File: config.mk
export PLATFORM = sky130hd
export DESIGN_NAME = uart_rx_byte
export DESIGN_NICKNAME = d
export VERILOG_FILES = /design/src/rtl/uart_pkg.sv /design/src/rtl/sync_2ff.sv /design/src/rtl/uart_rx_byte.sv
export SDC_FILE = /design/constraint.sdc
export NUM_CORES = 1
export LEC_CHECK = 0
export BUFFER_PORTS_ARGS = -buffer_cell sky130_fd_sc_hd__clkbuf_2
export CAP_MARGIN = 20
export CORE_UTILIZATION = 50
export CTS_CLUSTER_DIAMETER = 30
export DETAILED_ROUTE_END_ITERATION = 7
export HOLD_SLACK_MARGIN = 0.15
export PLACE_DENSITY_LB_ADDON = 0.05
export SLEW_MARGIN = 0
export SYNTH_ARGS = -nofsm -noshare
export SYNTH_HDL_FRONTEND = slang
export SYNTH_HIERARCHICAL = 1
export SYNTH_SLANG_ARGS = --single-unit
File: constraint.sdc
create_clock -name clk -period 1.5 [get_ports clk]
set_input_delay 0.3 -clock clk [delete_from_list [all_inputs] [get_ports clk]]
set_output_delay 0.3 -clock clk [all_outputs]
set_load 0.1 [all_outputs]
File: src/rtl/uart_pkg.sv
// uart_pkg
// Shared definitions for the UART byte receiver (and the future uart_tx_byte).
// Contents:
//   uart_rx_state_t : receiver FSM state encoding
//   UART_DATA_BITS  : data bits per frame (8N1)
//   UART_IDLE       : idle (mark) level of the serial line
package uart_pkg;

  typedef enum logic [2:0] {
    ST_IDLE      = 3'd0,
    ST_START     = 3'd1,
    ST_DATA      = 3'd2,
    ST_STOP      = 3'd3,
    ST_WAIT_IDLE = 3'd4
  } uart_rx_state_t;

  localparam int   UART_DATA_BITS = 8;
  localparam logic UART_IDLE      = 1'b1;

endpackage : uart_pkg

File: src/rtl/sync_2ff.sv
// sync_2ff
// Two-flop synchronizer for a single asynchronous input bit.
// Parameters:
//   RESET_VAL : value both flops take during reset (use the input's idle level)
// Ports:
//   clk   : destination clock
//   rst_n : asynchronous active-low reset
//   d_i   : asynchronous input
//   q_o   : synchronized output (2 cycles of latency)
module sync_2ff #(
  parameter logic RESET_VAL = 1'b1
) (
  input  logic clk,
  input  logic rst_n,
  input  logic d_i,
  output logic q_o
);

  logic meta_q;
  logic sync_q;

  // Two-stage capture; the first stage may go metastable, the second resolves it.
  always_ff @(posedge clk or negedge rst_n) begin
    if (!rst_n) begin
      meta_q <= RESET_VAL;
      sync_q <= RESET_VAL;
    end else begin
      meta_q <= d_i;
      sync_q <= meta_q;
    end
  end

  assign q_o = sync_q;

endmodule : sync_2ff

File: src/rtl/uart_rx_byte.sv
// uart_rx_byte
// 8N1 UART receiver with a one-entry valid/ready output buffer.
// Parameters:
//   CLKS_PER_BIT : clock cycles per serial bit (even, >= 4)
// Ports:
//   clk       : sole clock, posedge
//   rst_n     : asynchronous active-low reset
//   rx        : raw serial line, asynchronous, idles high
//   out_valid : a received byte is held in the buffer
//   out_ready : consumer accepts the buffered byte
//   out_byte  : buffered byte, stable while out_valid is high
//   frame_err : one-cycle pulse, stop bit sampled low
//   overrun   : one-cycle pulse, good frame completed while the buffer was full
module uart_rx_byte
  import uart_pkg::*;
#(
  parameter int CLKS_PER_BIT = 16
) (
  input  logic                      clk,
  input  logic                      rst_n,
  input  logic                      rx,
  output logic                      out_valid,
  input  logic                      out_ready,
  output logic [UART_DATA_BITS-1:0] out_byte,
  output logic                      frame_err,
  output logic                      overrun
);

  localparam int                 CNT_W     = $clog2(CLKS_PER_BIT);
  localparam logic [CNT_W-1:0]   HALF_LAST = CNT_W'(CLKS_PER_BIT / 2 - 1);
  localparam logic [CNT_W-1:0]   BIT_LAST  = CNT_W'(CLKS_PER_BIT - 1);
  localparam logic [2:0]         IDX_LAST  = 3'(UART_DATA_BITS - 1);

  logic                      rx_s;
  logic [1:0]                warm_q;
  logic                      rx_prev_q;
  logic                      start_edge_q;

  uart_rx_state_t            state_q, state_d;
  logic [CNT_W-1:0]          cnt_q, cnt_d;
  logic [2:0]                bit_idx_q, bit_idx_d;
  logic [UART_DATA_BITS-1:0] shift_q, shift_d;
  logic                      valid_q, valid_d;
  logic [UART_DATA_BITS-1:0] byte_q, byte_d;
  logic                      frame_err_q, frame_err_d;
  logic                      overrun_q, overrun_d;
  logic                      load_s;
  logic                      buf_free_s;

  sync_2ff #(
    .RESET_VAL (UART_IDLE)
  ) u_rx_sync (
    .clk   (clk),
    .rst_n (rst_n),
    .d_i   (rx),
    .q_o   (rx_s)
  );

  // Start-edge detector. The synchronizer shows its reset value for two cycles
  // after reset, so the previous-level flop is held low until rx_s carries real
  // line data; a line that is low at reset release (mid-frame) cannot fake an edge.
  always_ff @(posedge clk or negedge rst_n) begin
    if (!rst_n) begin
      warm_q       <= 2'b00;
      rx_prev_q    <= 1'b0;
      start_edge_q <= 1'b0;
    end else begin
      warm_q       <= {warm_q[0], 1'b1};
      rx_prev_q    <= warm_q[1] ? rx_s : 1'b0;
      start_edge_q <= (rx_prev_q == UART_IDLE) && (rx_s != UART_IDLE);
    end
  end

  // FSM state register.
  always_ff @(posedge clk or negedge rst_n) begin
    if (!rst_n) begin
      state_q <= ST_IDLE;
    end else begin
      state_q <= state_d;
    end
  end

  // FSM next-state logic.
  always_comb begin
    state_d = state_q;
    case (state_q)
      ST_IDLE: begin
        if (start_edge_q) state_d = ST_START;
        else              state_d = ST_IDLE;
      end
      ST_START: begin
        if (cnt_q == HALF_LAST) begin
          if (rx_s != UART_IDLE) state_d = ST_DATA;
          else                   state_d = ST_IDLE;
        end else begin
          state_d = ST_START;
        end
      end
      ST_DATA: begin
        if ((cnt_q == BIT_LAST) && (bit_idx_q == IDX_LAST)) state_d = ST_STOP;
        else                                                state_d = ST_DATA;
      end
      ST_STOP: begin
        if (cnt_q == BIT_LAST) begin
          if (rx_s == UART_IDLE) state_d = ST_IDLE;
          else                   state_d = ST_WAIT_IDLE;
        end else begin
          state_d = ST_STOP;
        end
      end
      ST_WAIT_IDLE: begin
        if (rx_s == UART_IDLE) state_d = ST_IDLE;
        else                   state_d = ST_WAIT_IDLE;
      end
      default: state_d = ST_IDLE;
    endcase
  end

  // The buffer can take a new byte if it is empty or being drained this cycle.
  assign buf_free_s = !valid_q || out_ready;

  // FSM output / datapath logic: counters, shift register, frame outcome.
  always_comb begin
    cnt_d       = cnt_q;
    bit_idx_d   = bit_idx_q;
    shift_d     = shift_q;
    load_s      = 1'b0;
    frame_err_d = 1'b0;
    overrun_d   = 1'b0;
    case (state_q)
      ST_IDLE: begin
        cnt_d     = {CNT_W{1'b0}};
        bit_idx_d = 3'd0;
      end
      ST_START: begin
        if (cnt_q == HALF_LAST) cnt_d = {CNT_W{1'b0}};
        else                    cnt_d = cnt_q + 1'b1;
      end
      ST_DATA: begin
        if (cnt_q == BIT_LAST) begin
          cnt_d   = {CNT_W{1'b0}};
          // LSB arrives first, so shift right and insert at the MSB.
          shift_d = {rx_s, shift_q[UART_DATA_BITS-1:1]};
          if (bit_idx_q == IDX_LAST) bit_idx_d = 3'd0;
          else                       bit_idx_d = bit_idx_q + 3'd1;
        end else begin
          cnt_d = cnt_q + 1'b1;
        end
      end
      ST_STOP: begin
        if (cnt_q == BIT_LAST) begin
          cnt_d = {CNT_W{1'b0}};
          if (rx_s == UART_IDLE) begin
            if (buf_free_s) load_s    = 1'b1;
            else            overrun_d = 1'b1;
          end else begin
            frame_err_d = 1'b1;
          end
        end else begin
          cnt_d = cnt_q + 1'b1;
        end
      end
      ST_WAIT_IDLE: begin
        cnt_d = {CNT_W{1'b0}};
      end
      default: begin
        cnt_d     = {CNT_W{1'b0}};
        bit_idx_d = 3'd0;
      end
    endcase
  end

  // Output buffer next state: a load wins over a drain in the same cycle.
  always_comb begin
    if (load_s) begin
      valid_d = 1'b1;
      byte_d  = shift_q;
    end else begin
      valid_d = valid_q && !out_ready;
      byte_d  = byte_q;
    end
  end

  // Datapath and output registers.
  always_ff @(posedge clk or negedge rst_n) begin
    if (!rst_n) begin
      cnt_q       <= {CNT_W{1'b0}};
      bit_idx_q   <= 3'd0;
      shift_q     <= {UART_DATA_BITS{1'b0}};
      valid_q     <= 1'b0;
      byte_q      <= {UART_DATA_BITS{1'b0}};
      frame_err_q <= 1'b0;
      overrun_q   <= 1'b0;
    end else begin
      cnt_q       <= cnt_d;
      bit_idx_q   <= bit_idx_d;
      shift_q     <= shift_d;
      valid_q     <= valid_d;
      byte_q      <= byte_d;
      frame_err_q <= frame_err_d;
      overrun_q   <= overrun_d;
    end
  end

  assign out_valid = valid_q;
  assign out_byte  = byte_q;
  assign frame_err = frame_err_q;
  assign overrun   = overrun_q;

endmodule : uart_rx_byte

# Word level (Yosys, flattened, before mapping)
# Cells that the tools add are included.
[totals]
ff_bits = 35
inputBits = 4
out_inout_bits = 11
[classes]
addsub = 2
n_eq_ne = 8
muxes = 26
bitwise_logic = 2
reduce_logical = 11
[ops]
columns = ["op", "n"]
rows = [
  ["$mux 1", 15],
  ["$mux 3", 5],
  ["$pmux 3 s5", 1],
  ["$mux 4", 2],
  ["$pmux 4 s2", 1],
  ["$eq 3x2->1 const B", 2],
  ["$eq 3x3->1 const B", 2],
  ["$pmux 3 s2", 1],
  ["$add 4x1->4 const B", 1],
  ["$eq 4x3->1 const B", 1],
  ["$eq 4x4->1 const B", 1],
  ["$reduce_and 2->1", 2],
  ["$add 3x1->3 const B", 1],
  ["$eq 3x1->1 const B", 1],
  ["$logic_and 1x1->1", 3],
  ["$logic_not 3->1", 1],
  ["$reduce_or 3->1", 1],
  ["$logic_not 1->1", 2],
  ["$mux 2", 1],
  ["$ne 2x2->1 const B", 1],
  ["$not 1->1", 2],
  ["$reduce_or 2->1", 1],
  ["$logic_or 1x1->1", 1],
]

# Logic depth before layout (Yosys ltp)
[logic_depth]
depth_word = 7
depth_mapped = 5

# Modules after synthesis
# The synthesis kept the hierarchy.
[by_module_without_submodules]
columns = ["mod", "instances", "cells_per_inst", "area_per_inst_um2", "seq_area_each_um2"]
rows = [
  ["uart_rx_byte", 1, 115, 1501.4, 825.8],
  ["sync_2ff", 1, 2, 52.6, 52.6],
]

# Worst setup path after synthesis
# Ideal clock, no wire load.
[synth_path]
path_kind = "reg2reg"
start = "reg valid_q (netlist: out_valid)"
end = "reg byte_q[0] (netlist: out_byte[0])"
t_arrival_ps = 1724
path_slack_ps = -351
stages_incl_launch_ff = 5
n_path_buf = 1
cell_sequence = "dfrtp_1 -> nand2b_1 -> and3_4 -> buf_12 -> mux2_4"
[synth_via]
elab_chain_cells = 6
[synth_rtl]
columns = ["element", "line", "rtl"]
rows = [
  ["from (decl)", "uart_rx_byte.sv:43", "logic valid_q, valid_d;"],
  ["from (signal assigned)", "uart_rx_byte.sv:198", "valid_q <= valid_d;"],
  ["$logic_not 1->1", "uart_rx_byte.sv:120", "assign buf_free_s = !valid_q || out_ready;"],
  ["$logic_or 1x1->1", "uart_rx_byte.sv:120", ""],
  ["$mux 1", "uart_rx_byte.sv:154", "if (buf_free_s) load_s = 1'b1;"],
  ["$mux 1", "uart_rx_byte.sv:153", "if (rx_s == UART_IDLE) begin"],
  ["$mux 1", "uart_rx_byte.sv:151", "if (cnt_q == BIT_LAST) begin"],
  ["$mux 1", "uart_rx_byte.sv:130", "case (state_q)"],
  ["to (signal assigned)", "uart_rx_byte.sv:191", "byte_q <= {UART_DATA_BITS{1'b0}};"],
  ["to (signal assigned)", "uart_rx_byte.sv:199", "byte_q <= byte_d;"],
  ["to (decl)", "uart_rx_byte.sv:44", "logic [UART_DATA_BITS-1:0] byte_q, byte_d;"],
]
# Every way passes these cells.
# A chain may end at the register's enable or synchronous reset.

# Worst setup path after layout
[layout_path]
start = "reg cnt_q[0]"
end = "reg byte_q[3] (netlist: out_byte[3])"
[layout_via]
elab_chain_cells = 3
[layout_rtl]
columns = ["element", "line", "rtl"]
rows = [
  ["from (decl)", "uart_rx_byte.sv:40", "logic [CNT_W-1:0] cnt_q, cnt_d;"],
  ["from (signal assigned)", "uart_rx_byte.sv:187", "cnt_q <= {CNT_W{1'b0}};"],
  ["from (signal assigned)", "uart_rx_byte.sv:195", "cnt_q <= cnt_d;"],
  ["$eq 4x4->1", "uart_rx_byte.sv:151", ""],
  ["$mux 1", "uart_rx_byte.sv:151", ""],
  ["$mux 1", "uart_rx_byte.sv:130", ""],
]
# Every way passes these cells.

==> summary.txt <==
Synthesis
  • Post-Syn Nets: 124
  • Main flop type after synthesis: dfrtp_1
  • Register area share after synthesis: 0.565
  • Largest cells by area after synthesis: dfrtp_1 (53%), mux2_4 (7.7%), mux2_2 (5.8%), dfstp_2 (3.4%), ha_1 (2.4%)
  • Post-synth EDFFs: 0
  • Cell count after synthesis: 117
  • Post-Syn Area: 0.00155 mm2
  • Syn_area_per_cell: 13.3 um2
  • Synth warn: 6
  • Yosys top cell area share: 0.531
  • Distinct cells, synth: 35
  • FFs w/ async S/R, synth: 1.00
  • Synth Register Bits: 35
  • Synth area leader: dfrtp_1

Worst setup path
  • Slack of the worst reg-to-reg path: 0.03 ns
  • Reg2reg end: out_byte[3]
  • R2R Path Start: cnt_q[0]
  • Worst-path maximum fanout: 8
  • CP Launch Point: cnt_q[0]
  • Critical Path AT: 1.69 ns
  • CP Capture Type: flop
  • Worst Reg-to-Reg Cells: 4
  • Critical Path RT: 1.72 ns
  • Worst Setup EP: out_byte[3]
  • Startpoint Class: flop
  • Kind of critical path: flop to flop

STA
  • Setup TNS: 0 ns
  • Final Cycle Share: 0.979
  • Final Hold Fails: 0
  • Skew final: 0.0159 ns
  • Max Fclk: 0.681 GHz
  • Final setup fails: 0
  • RSZ-0062 raised after global routing: yes
  • Worst-margin pin slew: 0.541 ns
  • Slew HR: 0.641
  • Final Slew Violations: 0
  • Crit path time final: 1.47 ns

CTS
  • Clock tree buffer depth: 2
  • Post_cts resized: 0
  • Clock transition at path regs: 0.11 ns
  • Htree depth: 2
  • CTS Buf Count: 5
  • CTS Root Cell: clkbuf_4
  • Worst-Skew Late Latency: 0.33 ns
  • Clock tree from TritonCTS: yes
  • Clock tree sinks: 35

Final layout
  • Finished Core Util: 0.636
  • Layout cell share with drive strength beyond 1: 0.374
  • Nets@finish: 153
  • Syn-to-layout area delta: 16.7%
  • Most common cell after layout, fill and taps aside: dfrtp_1
  • Most frequent cells in the layout: dfrtp_1 (32), buf_4 (19), mux2_2 (8), mux2_4 (8)
  • Total inserted antenna cells: 0

Detailed routing
  • Via density: 5.60
  • Vias: 997
  • DRC viols: 1
  • Drt pass-1 iters: 6
  • Avg WL per Cell: 14.7 um
  • WL final: 2610 um
  • Initial drt markers: 26
  • Antenna viol nets, final: 0

Job
  • Max Cap Viol: 0

Global route
  • Grt total ovfl: 0
  • GRT Util Overall: 0.187
  • Initial antenna violation count: 0
  • First-pass GRT wire length: 4580 um
  • Vias in the first global route: 1007
  • Largest net degree at the start of global routing: 21

Power
  • Power per cell area: 1160 mW/mm2
  • Pleak: 0.917 nW
  • Peak supply drop: 0.956 mV
  • Total power: 2.11 mW

Place
  • DP HPWL: 1830 um
  • Port buffer count: 14
  • Final GP Congestion: 0.791

Floorplan
  • Die W: 57.8 um
  • Starting Density: 0.545
  • Rows: 19
  • Ports: 15
  • Core area: 0.00285 mm2
  • Die area: 0.00334 mm2
  • Die height: 57.8 um

Run status
  • Failing checks: design-rule violations
  • Status: finished, violations left

Min path
  • Hold crit path type: primary input to flop
routing by layer:
metal	track usage	up-vias	wire length, um
met4	0.0646	0	41
li1	-	472	-
met5	0	-	0
met3	0.0625	5	107
met1	0.245	501	1280
met2	0.296	19	1180
sequential cells by signal, indices dropped and copies added, names as in the netlist:
signal,cells
overrun,1
state_q,3
cnt_q,4
u_rx_sync/q_o,1
shift_q,8
warm_q,2
out_valid,1
u_rx_sync/meta_q,1
out_byte,8
rx_prev_q,1
bit_idx_q,3
start_edge_q,1
frame_err,1
synthesized netlist by cell type, types with 2 or more instances:
master    count
dfrtp_1      33
mux2_2        8
mux2_4        8
nand2_1       6
nand3_1       6
nor2_1        6
a311oi_1      4
and3b_1       4
inv_1         4
buf_2         3
ha_1          3
nor4bb_1      3
a21oi_1       2
and2_1        2
dfstp_2       2
nand2b_1      2
nor2b_1       2
xnor2_1       2
metrics by stage:
step                instances  hold slack (ns)  area [um2]  setup slack, ns
floorplan                 117          0.00441        1560          -0.0191
global placement          167            0.238        1730           0.0325
detailed placement        167            0.259        1730          0.00450
CTS                       177            0.271        1810          0.00352
global route              178            0.292        1810          -0.0274
finish                    178            0.280        1810           0.0311
cell families (layout without fill, tap and decap cells):
family,after synthesis,after routing,share of synthesized area
mux,16,16,0.135
simple gates,40,40,0.169
flops,35,35,0.565
other cells,1,1,0.00241
buf+inv,9,39,0.0394
compound gates,10,10,0.0475
fa+ha+maj,3,3,0.0242
xor+xnor,3,3,0.0169
worst min-delay path by stage:
stage | slack, ns | end | cells after the start | start
after floorplan | 0.004 | bit_idx_q[0] | 0 | rst_n
after global placement | 0.24 | out_valid | 1 | rst_n
after detailed placement | 0.26 | out_valid | 1 | rst_n
after CTS | 0.27 | overrun | 3 | out_ready
after global routing | 0.29 | overrun | 3 | out_ready
final | 0.28 | overrun | 3 | out_ready
final cells by class:
cell class	count	area [um2]
inverter	4	15.0
timing repair buffer	27	208
sequential	35	882
multi-input combinational	73	617
clock buffer	7	45.0
fill	226	1040
clock inverter	1	7.51
tap	31	38.8
report_power, final:
| group | internal (mW) | switching (mW) |
|---|---|---|
| logic | 0.245 | 0.299 |
| clock network | 0.185 | 0.298 |
| registers | 1.03 | 0.0501 |
| total | 1.46 | 0.647 |
worst max-delay path, stage by stage, from the launching register on:
cell and delay [ns]:
dfrtp_1 0.37, ha_2 0.18, and4_4 0.22, and3_4 0.28, mux2_4 0.32
what timing repair did:
action                                  4_1_cts  5_1_grt
endpoints found under the setup margin        0        8
buffers inserted                              0        1
endpoints found under the hold margin        16        0
hold buffers                                  2        0
Note: power is estimated with default switching activity, not from simulation.
